<file path="config.mk">
export PLATFORM = sky130hd
export DESIGN_NAME = return_stack_ctrl_flat
export DESIGN_NICKNAME = d
export VERILOG_FILES = /design/src/rtl/return_stack_ctrl_pkg.sv /design/src/rtl/return_stack_ctrl_if.sv /design/src/rtl/return_stack_ctrl_lifo_mem.sv /design/src/rtl/return_stack_ctrl.sv /design/src/flat_wrapper.sv
export SDC_FILE = /design/constraint.sdc
export NUM_CORES = 1
export LEC_CHECK = 0
export ABC_AREA = 1
export BUFFER_PORTS_ARGS = -buffer_cell sky130_fd_sc_hd__buf_2
export CAP_MARGIN = 25
export CORE_UTILIZATION = 43
export DETAILED_ROUTE_END_ITERATION = 12
export HOLD_SLACK_MARGIN = 0.12
export PLACE_DENSITY = 0.66
export SYNTH_ARGS = -nofsm -noshare
export SYNTH_HDL_FRONTEND = slang
export SYNTH_SLANG_ARGS = --single-unit
</file>
<file path="constraint.sdc">
create_clock -name clk_i -period 3.45 [get_ports clk_i]
set_clock_uncertainty 0.1 [all_clocks]
set_input_delay 0.69 -clock clk_i [delete_from_list [all_inputs] [get_ports clk_i]]
set_output_delay 0.69 -clock clk_i [all_outputs]
set_load 0.03 [all_outputs]
</file>
<file path="src/rtl/return_stack_ctrl_pkg.sv">
// Shared sizing, stack-entry layout and command encoding for the return stack.
package return_stack_ctrl_pkg;
    localparam int DEPTH = 8;
    localparam int AW    = 12;

    typedef struct packed {
        logic [AW-1:0] addr;
        logic          c;
        logic          z;
    } stk_entry_t;

    // Listed in decode priority order, highest first.
    typedef enum logic [2:0] {
        CMD_NONE    = 3'd0,
        CMD_INT_ACK = 3'd1,
        CMD_RETI    = 3'd2,
        CMD_PUSH    = 3'd3,
        CMD_POP     = 3'd4
    } cmd_e;
endpackage

</file>
<file path="src/rtl/return_stack_ctrl_if.sv">
// Command, interrupt and status signals between the control unit and the return stack.
interface return_stack_ctrl_if #(parameter int AW = return_stack_ctrl_pkg::AW);
    logic          push_i, pop_i, int_ack_i, reti_i;
    logic [AW-1:0] pc_i;
    logic          carry_i, zero_i;
    logic          int_req_i, ien_set_i, ien_clr_i;
    logic [AW-1:0] stk_addr_o;
    logic          carry_o, zero_o, flags_valid_o, int_o;
    logic          ien_o, in_isr_o, empty_o, full_o, err_o;

    modport master (
        output push_i, pop_i, int_ack_i, reti_i, pc_i, carry_i, zero_i,
               int_req_i, ien_set_i, ien_clr_i,
        input  stk_addr_o, carry_o, zero_o, flags_valid_o, int_o,
               ien_o, in_isr_o, empty_o, full_o, err_o
    );
    modport slave (
        input  push_i, pop_i, int_ack_i, reti_i, pc_i, carry_i, zero_i,
               int_req_i, ien_set_i, ien_clr_i,
        output stk_addr_o, carry_o, zero_o, flags_valid_o, int_o,
               ien_o, in_isr_o, empty_o, full_o, err_o
    );
endinterface

</file>
<file path="src/rtl/return_stack_ctrl_lifo_mem.sv">
// LIFO storage with stack pointer; overflow/underflow requests are ignored here.
module lifo_mem
    import return_stack_ctrl_pkg::*;
#(
    parameter int DEPTH = return_stack_ctrl_pkg::DEPTH
) (
    input  logic       clk,
    input  logic       rst_n,
    input  logic       push,
    input  logic       pop,
    input  stk_entry_t wr_data,
    output stk_entry_t top,
    output logic       empty,
    output logic       full
);
    localparam int SPW = $clog2(DEPTH + 1);
    localparam int IW  = $clog2(DEPTH);

    stk_entry_t       mem [DEPTH];
    logic [SPW-1:0]   sp;
    logic [IW-1:0]    wr_idx, top_idx;

    assign empty   = (sp == '0);
    assign full    = (sp == SPW'(DEPTH));
    assign wr_idx  = IW'(sp);
    assign top_idx = IW'(sp - 1'b1);
    assign top     = empty ? '0 : mem[top_idx];

    always_ff @(posedge clk or negedge rst_n) begin
        if (!rst_n)                sp <= '0;
        else if (push && !full)    sp <= sp + 1'b1;
        else if (pop && !empty)    sp <= sp - 1'b1;
    end

    // Contents are intentionally left unreset; sp alone defines validity.
    always_ff @(posedge clk) begin
        if (push && !full) mem[wr_idx] <= wr_data;
    end
endmodule

</file>
<file path="src/rtl/return_stack_ctrl.sv">
// Return-address / interrupt-context stack: command decode, interrupt state, flag restore.
module return_stack_ctrl
    import return_stack_ctrl_pkg::*;
#(
    parameter int DEPTH = return_stack_ctrl_pkg::DEPTH,
    parameter int AW    = return_stack_ctrl_pkg::AW
) (
    input  logic                clk_i,
    input  logic                rst_n_i,
    return_stack_ctrl_if.slave  bus
);
    cmd_e       cmd;
    logic [2:0] n_cmd;
    logic       multi, mem_push, mem_pop, err_next;
    logic       empty, full, int_pending;
    stk_entry_t wr_data, top;

    always_comb begin
        cmd = CMD_NONE;
        if      (bus.int_ack_i) cmd = CMD_INT_ACK;
        else if (bus.reti_i)    cmd = CMD_RETI;
        else if (bus.push_i)    cmd = CMD_PUSH;
        else if (bus.pop_i)     cmd = CMD_POP;
    end

    assign n_cmd    = {2'b0, bus.int_ack_i} + {2'b0, bus.reti_i}
                    + {2'b0, bus.push_i} + {2'b0, bus.pop_i};
    assign multi    = (n_cmd > 3'd1);
    assign mem_push = (cmd == CMD_INT_ACK) || (cmd == CMD_PUSH);
    assign mem_pop  = (cmd == CMD_RETI) || (cmd == CMD_POP);
    assign err_next = multi || (mem_push && full) || (mem_pop && empty)
                    || ((cmd == CMD_RETI) && !bus.in_isr_o);

    // A plain jsb saves cleared flags; only interrupt entry captures the ALU flags.
    always_comb begin
        wr_data.addr = bus.pc_i;
        wr_data.c    = (cmd == CMD_INT_ACK) ? bus.carry_i : 1'b0;
        wr_data.z    = (cmd == CMD_INT_ACK) ? bus.zero_i  : 1'b0;
    end

    lifo_mem #(.DEPTH(DEPTH)) u_mem (
        .clk     (clk_i),
        .rst_n   (rst_n_i),
        .push    (mem_push),
        .pop     (mem_pop),
        .wr_data (wr_data),
        .top     (top),
        .empty   (empty),
        .full    (full)
    );

    always_ff @(posedge clk_i or negedge rst_n_i) begin
        if (!rst_n_i) begin
            int_pending       <= 1'b0;
            bus.ien_o         <= 1'b0;
            bus.in_isr_o      <= 1'b0;
            bus.carry_o       <= 1'b0;
            bus.zero_o        <= 1'b0;
            bus.flags_valid_o <= 1'b0;
            bus.err_o         <= 1'b0;
        end else begin
            int_pending       <= bus.int_req_i || (int_pending && !bus.int_ack_i);
            bus.err_o         <= bus.err_o || err_next;
            bus.flags_valid_o <= (cmd == CMD_RETI) && !empty;
            if ((cmd == CMD_RETI) && !empty) begin
                bus.carry_o <= top.c;
                bus.zero_o  <= top.z;
            end
            if (cmd == CMD_INT_ACK) begin
                bus.ien_o    <= 1'b0;
                bus.in_isr_o <= 1'b1;
            end else if (cmd == CMD_RETI) begin
                bus.ien_o    <= 1'b1;
                bus.in_isr_o <= 1'b0;
            end else if (bus.ien_clr_i) begin
                bus.ien_o    <= 1'b0;
            end else if (bus.ien_set_i) begin
                bus.ien_o    <= 1'b1;
            end
        end
    end

    assign bus.stk_addr_o = top.addr;
    assign bus.empty_o    = empty;
    assign bus.full_o     = full;
    assign bus.int_o      = int_pending && bus.ien_o && !bus.in_isr_o;
endmodule
</file>
<file path="src/flat_wrapper.sv">
// flat-port wrapper written by rule: the top's interface ports become plain ports
module return_stack_ctrl_flat import return_stack_ctrl_pkg::*;
#(
    parameter int DEPTH = return_stack_ctrl_pkg::DEPTH,
    parameter int AW    = return_stack_ctrl_pkg::AW
)
  (clk_i, rst_n_i, bus_push_i, bus_pop_i, bus_int_ack_i, bus_reti_i, bus_pc_i, bus_carry_i, bus_zero_i, bus_int_req_i, bus_ien_set_i, bus_ien_clr_i, bus_stk_addr_o, bus_carry_o, bus_zero_o, bus_flags_valid_o, bus_int_o, bus_ien_o, bus_in_isr_o, bus_empty_o, bus_full_o, bus_err_o);
  return_stack_ctrl_if #(.AW(AW)) bus_i ();
  input  logic clk_i;
  input  logic rst_n_i;
  input wire logic [$bits(bus_i.push_i)-1:0] bus_push_i;
  input wire logic [$bits(bus_i.pop_i)-1:0] bus_pop_i;
  input wire logic [$bits(bus_i.int_ack_i)-1:0] bus_int_ack_i;
  input wire logic [$bits(bus_i.reti_i)-1:0] bus_reti_i;
  input wire logic [$bits(bus_i.pc_i)-1:0] bus_pc_i;
  input wire logic [$bits(bus_i.carry_i)-1:0] bus_carry_i;
  input wire logic [$bits(bus_i.zero_i)-1:0] bus_zero_i;
  input wire logic [$bits(bus_i.int_req_i)-1:0] bus_int_req_i;
  input wire logic [$bits(bus_i.ien_set_i)-1:0] bus_ien_set_i;
  input wire logic [$bits(bus_i.ien_clr_i)-1:0] bus_ien_clr_i;
  output wire logic [$bits(bus_i.stk_addr_o)-1:0] bus_stk_addr_o;
  output wire logic [$bits(bus_i.carry_o)-1:0] bus_carry_o;
  output wire logic [$bits(bus_i.zero_o)-1:0] bus_zero_o;
  output wire logic [$bits(bus_i.flags_valid_o)-1:0] bus_flags_valid_o;
  output wire logic [$bits(bus_i.int_o)-1:0] bus_int_o;
  output wire logic [$bits(bus_i.ien_o)-1:0] bus_ien_o;
  output wire logic [$bits(bus_i.in_isr_o)-1:0] bus_in_isr_o;
  output wire logic [$bits(bus_i.empty_o)-1:0] bus_empty_o;
  output wire logic [$bits(bus_i.full_o)-1:0] bus_full_o;
  output wire logic [$bits(bus_i.err_o)-1:0] bus_err_o;
  assign bus_i.push_i = bus_push_i;
  assign bus_i.pop_i = bus_pop_i;
  assign bus_i.int_ack_i = bus_int_ack_i;
  assign bus_i.reti_i = bus_reti_i;
  assign bus_i.pc_i = bus_pc_i;
  assign bus_i.carry_i = bus_carry_i;
  assign bus_i.zero_i = bus_zero_i;
  assign bus_i.int_req_i = bus_int_req_i;
  assign bus_i.ien_set_i = bus_ien_set_i;
  assign bus_i.ien_clr_i = bus_ien_clr_i;
  assign bus_stk_addr_o = bus_i.stk_addr_o;
  assign bus_carry_o = bus_i.carry_o;
  assign bus_zero_o = bus_i.zero_o;
  assign bus_flags_valid_o = bus_i.flags_valid_o;
  assign bus_int_o = bus_i.int_o;
  assign bus_ien_o = bus_i.ien_o;
  assign bus_in_isr_o = bus_i.in_isr_o;
  assign bus_empty_o = bus_i.empty_o;
  assign bus_full_o = bus_i.full_o;
  assign bus_err_o = bus_i.err_o;
  return_stack_ctrl #(.DEPTH(DEPTH), .AW(AW)) u_core (.clk_i(clk_i), .rst_n_i(rst_n_i), .bus(bus_i));
endmodule
</file>
# Word-level counts from Yosys, hierarchy flattened
# Memory sizes are Yosys's and may differ from the RTL's.
# Index checks and enable logic that the tools add are counted.
# word_totals
input_bits	23
output_inout_bits	21
ramBits	112
register_bits	11
n_memories	1
# classes
addsub	5
reduce_logical	24
n_mux	17
eq_ne	5
order_cmp	1
# mem_list
memory	words	width	read_ports	rd_ports_with_merged_regs	wr	line	text
u_core.u_mem.mem	8	14	1	0	1	return_stack_ctrl_lifo_mem.sv:19	stk_entry_t mem [DEPTH];
# ops
op	n
$mux 14	1
$mux 3	4
$mux 1	10
$logic_and 1x1->1	9
$mux 4	2
$logic_or 1x1->1	7
$add 3x1->3	2
$eq 3x2->1 const B	2
$add 4x1->4 const B	1
$eq 4x4->1 const B	1
$logic_not 1->1	4
$logic_not 4->1	1
$reduce_bool 2->1	2
$reduce_bool 4->1	1
$sub 4x1->4 const B	1
$eq 3x1->1 const B	1
$eq 3x3->1 const B	1
$gt 3x1->1 const B	1
$add 1x1->2	1

# Longest topological paths before layout
# Gate-level depths: netlist of run 1.
# depth
word_depth	11
depth_mapped	13

# By module
# From an unflattened synthesis of run 1, not the netlist that was laid out.
# unflattened
cells_unflattened	530
area_unflattened_um2	5397.7
# by_module_without_submodules
mod	instances	seq_area_each_um2	area_each_um2	cells_each
lifo_mem	1	3463.3	5021.1	483
return_stack_ctrl	1	175.2	376.6	47

# Least setup slack after synthesis of run 1
# No wires, ideal clock.
# synth_path
kind	register to output
from	register u_core.u_mem.sp[0]
to	output bus_stk_addr_o[10]
n_path_buf	5
arrival_ns	1.873
slack_ns	0.787
stages_incl_launch_ff	11
path_cell_list	dfrtp_1 buf_4 inv_2 buf_2 ha_1 inv_2 buf_2 buf_2 a21oi_1 nor2_1 buf_4
# synth_lines
element	line	text
from (decl)	return_stack_ctrl_lifo_mem.sv:20	logic [SPW-1:0] sp;
from (signal assigned)	return_stack_ctrl_lifo_mem.sv:31	else if (push && !full) sp <= sp + 1'b1;
from (signal assigned)	return_stack_ctrl_lifo_mem.sv:32	else if (pop && !empty) sp <= sp - 1'b1;
to (decl)	flat_wrapper.sv:21	output wire logic [$bits(bus_i.stk_addr_o)-1:0] bus_stk_addr_o;

# Worst setup path after layout of run 1
# layout_path
from	register u_core.u_mem.sp[1]
to	output bus_stk_addr_o[3]
# layout_between
elab_chain_len	3
# layout_lines
element	line	text
$sub 4x1->4	n/a	
$mem_v2 8x14	n/a	
$mux 14 *	return_stack_ctrl_lifo_mem.sv:27	assign top = empty ? '0 : mem[top_idx];
# Mark *: on every way between the ends. The rest lies on a longest branch, timed or not.

==> results of run 1 <==
## layer usage
| layer | part of all wire [%] | global-route usage [%] | up-vias |
|---|---|---|---|
| li1 | - | - | 1736 |
| met1 | 46 | 24.18 | 1666 |
| met2 | 48 | 29.88 | 98 |
| met3 | 4.8 | 5.101 | 14 |
| met4 | 1.9 | 8.596 | 0 |
| met5 | 0 | 0 | - |
## what timing repair did
item,CTS,global route
setup endpoints to repair,0,1
resized for setup,0,1
endpoints found under the hold margin,11,0
hold buffers,1,0
## synth_stat cells (all sizes together)
cell	instances
a21o	1
a21oi	14
buf	31
clkbuf	3
dfrtp	11
edfxtp	112
ha	4
inv	19
nand2	101
nand3	37
nand3b	1
nand4	2
nor2	85
nor3	3
o21ai	52
o21bai	1
or2	1
## stage by stage
step	cell area, sq um	utilization [%]	instances	hold slack [ns]	total power [mW]
floorplan	5348	-	478	0.2944	4.513
global placement	5674	47.04	673	0.3630	4.901
detailed placement	5674	47.04	673	0.3763	4.947
CTS	6309	52.30	706	0.3453	6.807
global route	6312	52.33	706	0.3546	7.202
finish	6312	52.33	706	0.3623	6.757
## sequential cells by signal, indices dropped and copies added, names as in the netlist
| name | cells |
|---|---|
| u_core.bus.flags_valid_o | 1 |
| u_core.int_pending | 1 |
| u_core.u_mem.sp | 4 |
| u_core.u_mem.mem | 112 |
| u_core.bus.err_o | 1 |
| u_core.bus.in_isr_o | 1 |
| u_core.bus.ien_o | 1 |
| u_core.bus.zero_o | 1 |
| u_core.bus.carry_o | 1 |
## report_power, final
part	switching [mW]	internal [mW]	leakage (nW)
Clock	0.634	1.21	0.293
Combinational	2.07	0.835	1.05
Sequential	0.0894	1.92	1.15
## kinds of logic after synthesis
family          count (synthesis)  synth area share, %
flops                         123                68.04
buf+inv                        53                5.826
simple gates                  230                18.18
fa+ha+maj                       4               0.9359
compound gates                 68                7.019
## final timing paths
kind,from,endpoint,slack (ns),cells after the start
setup / recovery,u_core.u_mem.sp[1],bus_stk_addr_o[3],0.26,10
hold / removal,bus_int_req_i,u_core.int_pending,0.36,2
setup reg to reg,u_core.u_mem.sp[1],u_core.u_mem.mem[1][6],1.22,8
hold reg to reg,u_core.int_pending,u_core.int_pending,0.38,1
max in group asynchronous,rst_n_i,u_core.u_mem.sp[0],2.44,2
min in group asynchronous,rst_n_i,u_core.bus.in_isr_o,0.58,2
## area by class of cell
| type | count | area, sq um |
|---|---|---|
| flip-flops and latches | 123 | 3640 |
| inverters | 19 | 76.32 |
| multi-input cells | 302 | 1398 |
| repair buffers | 62 | 364.1 |
| well taps | 168 | 210.2 |
| fillers | 1053 | 5749 |
| clock inverters | 15 | 198.9 |
| clock buffers | 17 | 425.4 |
==> impl_metrics.yaml, run 1 <==
placement:
  preCtsSetupSlack_ns: 0.6472
  port_buffers: 43
  dp_hpwl_mm: 6.561
  place_congestion: 0.7543
critical_path:
  critPathTopFamily: "buffers and inverters"
  cpMaxStageDelayCell: "dfrtp_1"
  crit_fanout: 15
  crit_path_start_kind: "flop"
  critPathCaptureType: "primary output"
  critPathKind: "reg -> out"
  cp.arrival_ns: 2.40
  worst_path_most_repeated_cell: "inv_1"
  crit_chain: "inv_1 > ha_1 > inv_1 > nand2_2 > nand2_4 > inv_4 > o21ai_0 > a21oi_1 > nor2_1 > buf_2"
  crit_path_max_incr_delay_ns: 0.46
  crit_buf_inv: 4
  cp.required_ns: 2.66
drt:
  drt_iter0_markers: 224
  avgRoutedWirePerCell_microns: 15.62
  num_vias: 3514
  viasPerCell: 4.977
  post-route-drc-count: 0
  routed_wl_mm: 11.03
  ant_nets: 0
  dr.pass1.iters: 5
cells_and_area:
  diodes: 0
  mostFrequentLayoutCells: "edfxtp_1, nand2_1, nor2_1"
  final_nets: 552
  layout_commonest_cell: "edfxtp_1"
  drive_gt1_share_pct: 21.75
  syn2layout_area_growth_pct: 18.04
synthesis:
  synth_area_sq_um: 5348
  synthTopCellsByArea: "edfxtp_1, nand2_1, nor2_1, dfrtp_1, o21ai_0"
  ys_types: 32
  synthCells: 478
  yosysTopAreaCell: "edfxtp_1"
  ys_seq_area_share_pct: 68.04
  yosys_register_bits: 123
  yosys_warnings: 0
  syn-mean-instance-area_sq_um: 11.19
  synth_nets: 505
  synth_top_area_share_pct: 62.89
power:
  ir_worst_vdd_mv: 0.4270
  p_per_area_nw_per_um2: 1070
  power.leakage_nw: 2.495
die:
  dieArea_sq_um: 12890
  die_h_microns: 113.5
  die_x_microns: 113.5
  num_io_pins: 44
  row_count: 40
  core_area_sq_um: 12060
  initial_core_util_pct: 44.34
sta:
  setup_ws_ns: 0.2603
  post-route-min-period_ns: 3.190
  rsz0062_at_grt: "false"
  hold_viol: 0
  finalCritPeriodShare_pct: 92.45
  fmax_mhz: 313.5
  slew_violations: 0
  final.setup.tns_ns: 0
  relSlewSlack_pct: 55.90
  finalSetupViolations: 0
  worst_pin_slew_ns: 0.6615
clock_tree:
  post-cts-setup-buffer-count: 0
  cts_sinks: 123
  clk_latency_ns: 0.41
  cts_made_buffers: 17
  clockBufferDepth: 2
  h-tree-depth: 4
  clk_pin_slew_worst_paths_ns: 0.06
  cts_tree: "yes"
  cts-root-buf: "clkbuf_16"
global_route:
  grt_first_pass_wirelength_mm: 17.61
  grt_pass1_vias: 3436
  grt_use_total_pct: 18.82
  overflow: 0
  antenna_found_initial: 0
  grt_max_degree: 62
run_status:
  outcome: "completed"
run:
  drv_cap: 0
min_path:
  hold_path_class: "in -> reg"
Note: power is estimated with default switching activity, not from simulation.
==> inputs of run 2 (changes only) <==
--- a/config.mk
+++ b/config.mk
@@ -15,3 +15,4 @@
 export SYNTH_ARGS = -nofsm -noshare
 export SYNTH_HDL_FRONTEND = slang
 export SYNTH_SLANG_ARGS = --single-unit
+export TNS_END_PERCENT = 20
==> constraint.sdc (replaced) <==
create_clock -name clk_i -period 3.7 [get_ports clk_i]
set_clock_uncertainty 0.1 [all_clocks]
set_input_delay 0.74 -clock clk_i [delete_from_list [all_inputs] [get_ports clk_i]]
set_output_delay 0.74 -clock clk_i [all_outputs]
set_load 0.03 [all_outputs]
==> run 2 against run 1 <==
Die area stayed put. Clock-buffer cell count is 1 higher. First-iteration DRC count is 15% higher. Sequential cell count stayed put. Sequential share of layout area is 0.87 points higher. Worst hold slack better by 0.032 ns. Final cell count is 0.85% lower. Highest routed layer unchanged. Via count is 1.3% higher. Non-clock buffer count is 5 lower. Routed wire length is 1.7% higher. Sequential power is 6% lower. Total power is 9.1% lower.
==> impl_metrics.yaml, run 2 (synthesis gave the netlist of run 1 again) <==
run_status:
  outcome: "completed"
global_route:
  grt_use_total_pct: 18.70
  antenna_found_initial: 0
  grt_max_degree: 62
  grt_pass1_vias: 3385
  overflow: 0
  grt_first_pass_wirelength_mm: 17.97
clock_tree:
  cts_tree: "yes"
  cts-root-buf: "clkbuf_16"
  h-tree-depth: 4
  cts_made_buffers: 17
  cts_sinks: 123
  clk_pin_slew_worst_paths_ns: 0.05
  clk_latency_ns: 0.40
  clockBufferDepth: 2
power:
  power.leakage_nw: 2.440
  finalPower_mw: 6.142
  ir_worst_vdd_mv: 0.5087
  p_per_area_nw_per_um2: 987.7
cells_and_area:
  largest_reg_flops: 112
  regMostFlops: "u_core.u_mem.mem"
  reg.largest.list: "u_core.u_mem.mem (112), u_core.u_mem.sp (4)"
  layout_commonest_cell: "edfxtp_1"
  syn2layout_area_growth_pct: 16.28
  final_area_sq_um: 6218
  fillers: 1040
  diodes: 0
  post-route-util_pct: 51.56
  mostFrequentLayoutCells: "edfxtp_1, nand2_1, nor2_1"
  final_nets: 547
  drive_gt1_share_pct: 20.86
drt:
  drt-met1-wl_mm: 5.228
  num_vias: 3558
  avgRoutedWirePerCell_microns: 16.03
  wl_met2_mm: 5.252
  dr.pass1.iters: 4
  routed_wl_mm: 11.22
  ant_nets: 0
  drt_iter0_markers: 258
  viasPerCell: 5.083
  wl_met3_microns: 658
  top_layer_used: "met4"
  post-route-drc-count: 0
die:
  dieArea_sq_um: 12890
  initial_core_util_pct: 44.34
  num_io_pins: 44
  row_count: 40
  core_area_sq_um: 12060
  die_x_microns: 113.5
  die_h_microns: 113.5
critical_path:
  crit_path_max_incr_delay_ns: 0.49
  critPathKind: "reg -> out"
  worst_path_most_repeated_cell: "o21ai_0"
  crit_path_start_kind: "flop"
  cpMaxStageDelayCell: "dfrtp_1"
  crit_chain: "inv_1 > ha_1 > buf_4 > o21ai_0 > o21ai_0 > a21oi_1 > nor2_1 > buf_2"
  cp.arrival_ns: 2.66
  cp.required_ns: 2.86
  crit_fanout: 22
  critPathCaptureType: "primary output"
sta:
  finalSetupViolations: 0
  worst_pin_slew_ns: 0.6588
  hold_viol: 0
  relSlewSlack_pct: 56.08
  fmax_mhz: 285.8
  finalCritPeriodShare_pct: 94.56
  slew_violations: 0
  post-route-min-period_ns: 3.499
  setup_ws_ns: 0.2013
  rsz0062_at_grt: "false"
  final.setup.tns_ns: 0
placement:
  port_buffers: 43
  preCtsSetupSlack_ns: 0.6695
  place_area_sq_um: 5637
  dp_hpwl_mm: 6.421
  place_congestion: 0.7773
run:
  drv_cap: 0
min_path:
  hold_path_class: "reg -> reg"
run 2: cell types whose count changed in the layout (fill, tap and decap cells not counted):
| cell | previous run | this run |
|---|---|---|
| clkinv_1 | 1 | 0 |
| buf_6 | 1 | 0 |
| inv_6 | 1 | 3 |
| clkbuf_1 | 0 | 1 |
| clkinv_4 | 3 | 1 |
| buf_4 | 17 | 13 |
| clkinvlp_4 | 4 | 5 |
| bufinv_16 | 4 | 2 |
run 2: through the flow:
stage | std cells | hold slack (ns)
after floorplan | 478 | 0.3444
after global placement | 668 | 0.3641
after detailed placement | 668 | 0.3854
after CTS | 700 | 0.3976
after global routing | 700 | 0.4100
final | 700 | 0.3946
run 2: layout make-up:
| type | instances | area, sq um | share of cell area, % |
|---|---|---|---|
| flip-flops and latches | 123 | 3640 | 58.53 |
| multi-input cells | 302 | 1398 | 22.47 |
| clock buffers | 18 | 429.2 | 6.901 |
| repair buffers | 57 | 322.8 | 5.191 |
| well taps | 168 | 210.2 | 3.380 |
| clock inverters | 13 | 142.6 | 2.294 |
| inverters | 19 | 76.32 | 1.227 |
run 2: layer usage:
| layer | up-vias | track usage, % |
|---|---|---|
| met1 | 1711 | 25.21 |
| met5 | - | 0 |
| met3 | 7 | 4.782 |
| li1 | 1715 | - |
| met4 | 0 | 6.491 |
| met2 | 125 | 29.51 |
run 2: timing repair:
action / CTS / global route
buffers inserted: 0 / 0
hold endpoints to repair: 11 / 0
hold buffers: 1 / 0
resized for setup: 0 / 0
run 2: path summary, 6_finish.rpt:
path	startpoint	to	slack, ns	cells past startpoint
max reg2reg	u_core.u_mem.sp[1]	u_core.u_mem.mem[1][0]	1.18	8
min reg2reg	u_core.int_pending	u_core.int_pending	0.39	1
min in group asynchronous	rst_n_i	u_core.bus.zero_o	0.64	2
max in group asynchronous	rst_n_i	u_core.u_mem.sp[0]	2.63	2
min	u_core.int_pending	u_core.int_pending	0.39	1
max	u_core.u_mem.sp[1]	bus_stk_addr_o[2]	0.20	8
run 2: critical path, delay by kind of cell, from the launching register on:
kind            cells  cell delay [ns]
fa+ha+maj           1             0.48
buf+inv             3             0.68
compound gates      3             0.43
simple gates        1             0.18
flops               1             0.49
run 2: power breakdown:
group | switching, mW | internal [mW]
logic | 1.92 | 0.747
clock network | 0.606 | 0.990
registers | 0.0888 | 1.79
==> inputs of run 3 (changes only) <==
--- a/config.mk
+++ b/config.mk
@@ -6,12 +6,11 @@
 export NUM_CORES = 1
 export LEC_CHECK = 0
 export ABC_AREA = 1
-export BUFFER_PORTS_ARGS = -buffer_cell sky130_fd_sc_hd__buf_2
-export CAP_MARGIN = 25
 export CORE_UTILIZATION = 43
 export DETAILED_ROUTE_END_ITERATION = 12
+export DONT_BUFFER_PORTS = 1
 export HOLD_SLACK_MARGIN = 0.12
-export PLACE_DENSITY = 0.66
+export PLACE_DENSITY = 0.63
 export SYNTH_ARGS = -nofsm -noshare
 export SYNTH_HDL_FRONTEND = slang
 export SYNTH_SLANG_ARGS = --single-unit
==> run 3 against run 2 <==
Setup slack better by 0.017 ns. Via count down 3.5%. Routed wire length up 3.0%. Combinational power up 3%. Register-to-register slack better by 0.18 ns. Global-route usage up 1.1 points. Sequential power up 2%. Maximum frequency up 0.50%. Critical path type unchanged. Critical endpoint is now bus_stk_addr_o[3]. Largest power group unchanged.
==> impl_metrics.yaml, run 3 (synthesis gave the netlist of run 1 again) <==
run_status:
  outcome: "completed"
sta:
  hold_viol: 0
  finalSetupViolations: 0
  finalCritPeriodShare_pct: 94.09
  worst_pin_slew_ns: 0.6505
  slew_violations: 0
  fmax_mhz: 287.2
  post-route-min-period_ns: 3.481
  rsz0062_at_grt: "false"
  relSlewSlack_pct: 56.63
  final.setup.tns_ns: 0
  hold_slack_ns: 0.2886
min_path:
  hold_path_class: "in -> reg"
  hold_depth: 1
  worstHoldStart: "bus_int_ack_i"
  hold_end: "u_core.bus.ien_o"
power:
  p_per_area_nw_per_um2: 1017
  power.leakage_nw: 2.313
  finalPower_mw: 6.161
  ir_worst_vdd_mv: 0.5228
clock_tree:
  clockBufferDepth: 2
  cts-root-buf: "clkbuf_16"
  cts_tree: "yes"
  h-tree-depth: 4
  clk_latency_ns: 0.41
  cts_sinks: 123
  clk_pin_slew_worst_paths_ns: 0.05
  cts_resized: 0
  cts_made_buffers: 17
global_route:
  grt_max_degree: 62
  grt_pass1_vias: 3476
  overflow: 0
  antenna_found_initial: 0
  grt_use_total_pct: 19.81
  grt_first_pass_wirelength_mm: 18.65
drt:
  ant_nets: 0
  num_vias: 3433
  post-route-drc-count: 0
  routed_wl_mm: 11.56
  viasPerCell: 5.132
  drt_iter0_markers: 270
  dr.pass1.iters: 5
  avgRoutedWirePerCell_microns: 17.28
critical_path:
  r2r-end: "u_core.u_mem.mem[6][12]"
  crit_path_max_incr_delay_ns: 0.50
  rr_worst_depth: 8
  cp.depth: 10
  critPathLaunch: "u_core.u_mem.sp[1]"
  crit_chain: "inv_1 > ha_1 > buf_4 > inv_2 > nor2_1 > o21ai_0 > nand3_1 > nand2_1 > nor2_1 > buf_4"
  crit_path_start_kind: "flop"
  critPathCaptureType: "primary output"
  crit-reg2reg-launch: "u_core.u_mem.sp[1]"
  crit_buf_inv: 4
  critPathTopFamily: "buffers and inverters"
  cpMaxStageDelayCell: "dfrtp_1"
  critPathKind: "reg -> out"
  r2r_slack_ns: 1.36
  cp.required_ns: 2.86
  crit_fanout: 28
  cp.arrival_ns: 2.64
cells_and_area:
  fillers: 1056
  reg.largest.list: "u_core.u_mem.mem (112), u_core.u_mem.sp (4)"
  mostFrequentLayoutCells: "edfxtp_1, nand2_1, nor2_1"
  final_nets: 516
  layout_commonest_cell: "edfxtp_1"
  drive_gt1_share_pct: 15.37
  largest_reg_flops: 112
  diodes: 0
  post-route-util_pct: 50.21
  regMostFlops: "u_core.u_mem.mem"
  final_area_sq_um: 6056
  syn2layout_area_growth_pct: 13.24
die:
  row_count: 40
  dieArea_sq_um: 12890
  core_area_sq_um: 12060
  die_x_microns: 113.5
  num_io_pins: 44
  initial_core_util_pct: 44.34
  die_h_microns: 113.5
placement:
  place_area_sq_um: 5512
  place_congestion: 0.7902
  port_buffers: 0
  dp_hpwl_mm: 6.585
run:
  drv_cap: 0
[run 3: changes by cell type in the layout (fill, tap and decap cells not counted), sizes merged]
cell      change
clkinv        +6
clkinvlp      -2
buf          -31
inv           -3
bufinv        -1
[run 3: timing repair]
action | in CTS | in global routing
buffers inserted | 0 | 0
hold buffers | 1 | 0
setup endpoints to repair | 0 | 0
hold endpoints to repair | 11 | 0
[run 3: how the worst max path moves through the flow]
stage,to,slack [ns]
final,bus_stk_addr_o[3],0.22
after global routing,bus_stk_addr_o[3],0.04
after CTS,bus_stk_addr_o[3],0.19
after detailed placement,bus_stk_addr_o[3],0.68
after global placement,bus_stk_addr_o[3],0.79
after floorplan,bus_stk_addr_o[10],0.99
[run 3: cell type report]
class	instances	area, sq um	share of cell area (%)
Multi-Input combinational cell	302	1398	23.08
Timing Repair Buffer	26	197.7	3.264
Clock inverter	13	105.1	1.736
Clock buffer	18	429.2	7.087
Sequential cell	123	3640	60.10
Tap cell	168	210.2	3.471
Inverter	19	76.32	1.260
[run 3: routing by layer]
| layer | GRT usage [%] | up-vias | share of wire, % |
|---|---|---|---|
| li1 | - | 1658 | - |
| met1 | 25.57 | 1648 | 43 |
| met2 | 31.50 | 112 | 48 |
| met3 | 6.057 | 15 | 6.9 |
| met4 | 7.456 | 0 | 1.6 |
| met5 | 0 | - | 0 |
[run 3: per-stage QoR]
stage                     setup slack (ns)  std cells
final                               0.2186        669
after global routing               0.04117        669
after CTS                           0.1925        669
after detailed placement            0.6818        637
after global placement              0.7950        637
after floorplan                     0.9865        478
[run 3: report_power, final]
group / total [mW] / internal [mW] / switching, mW
combinational: 2.75 / 0.842 / 1.91
clock: 1.49 / 0.908 / 0.582
sequential: 1.92 / 1.79 / 0.122
total: 6.16 / 3.54 / 2.62
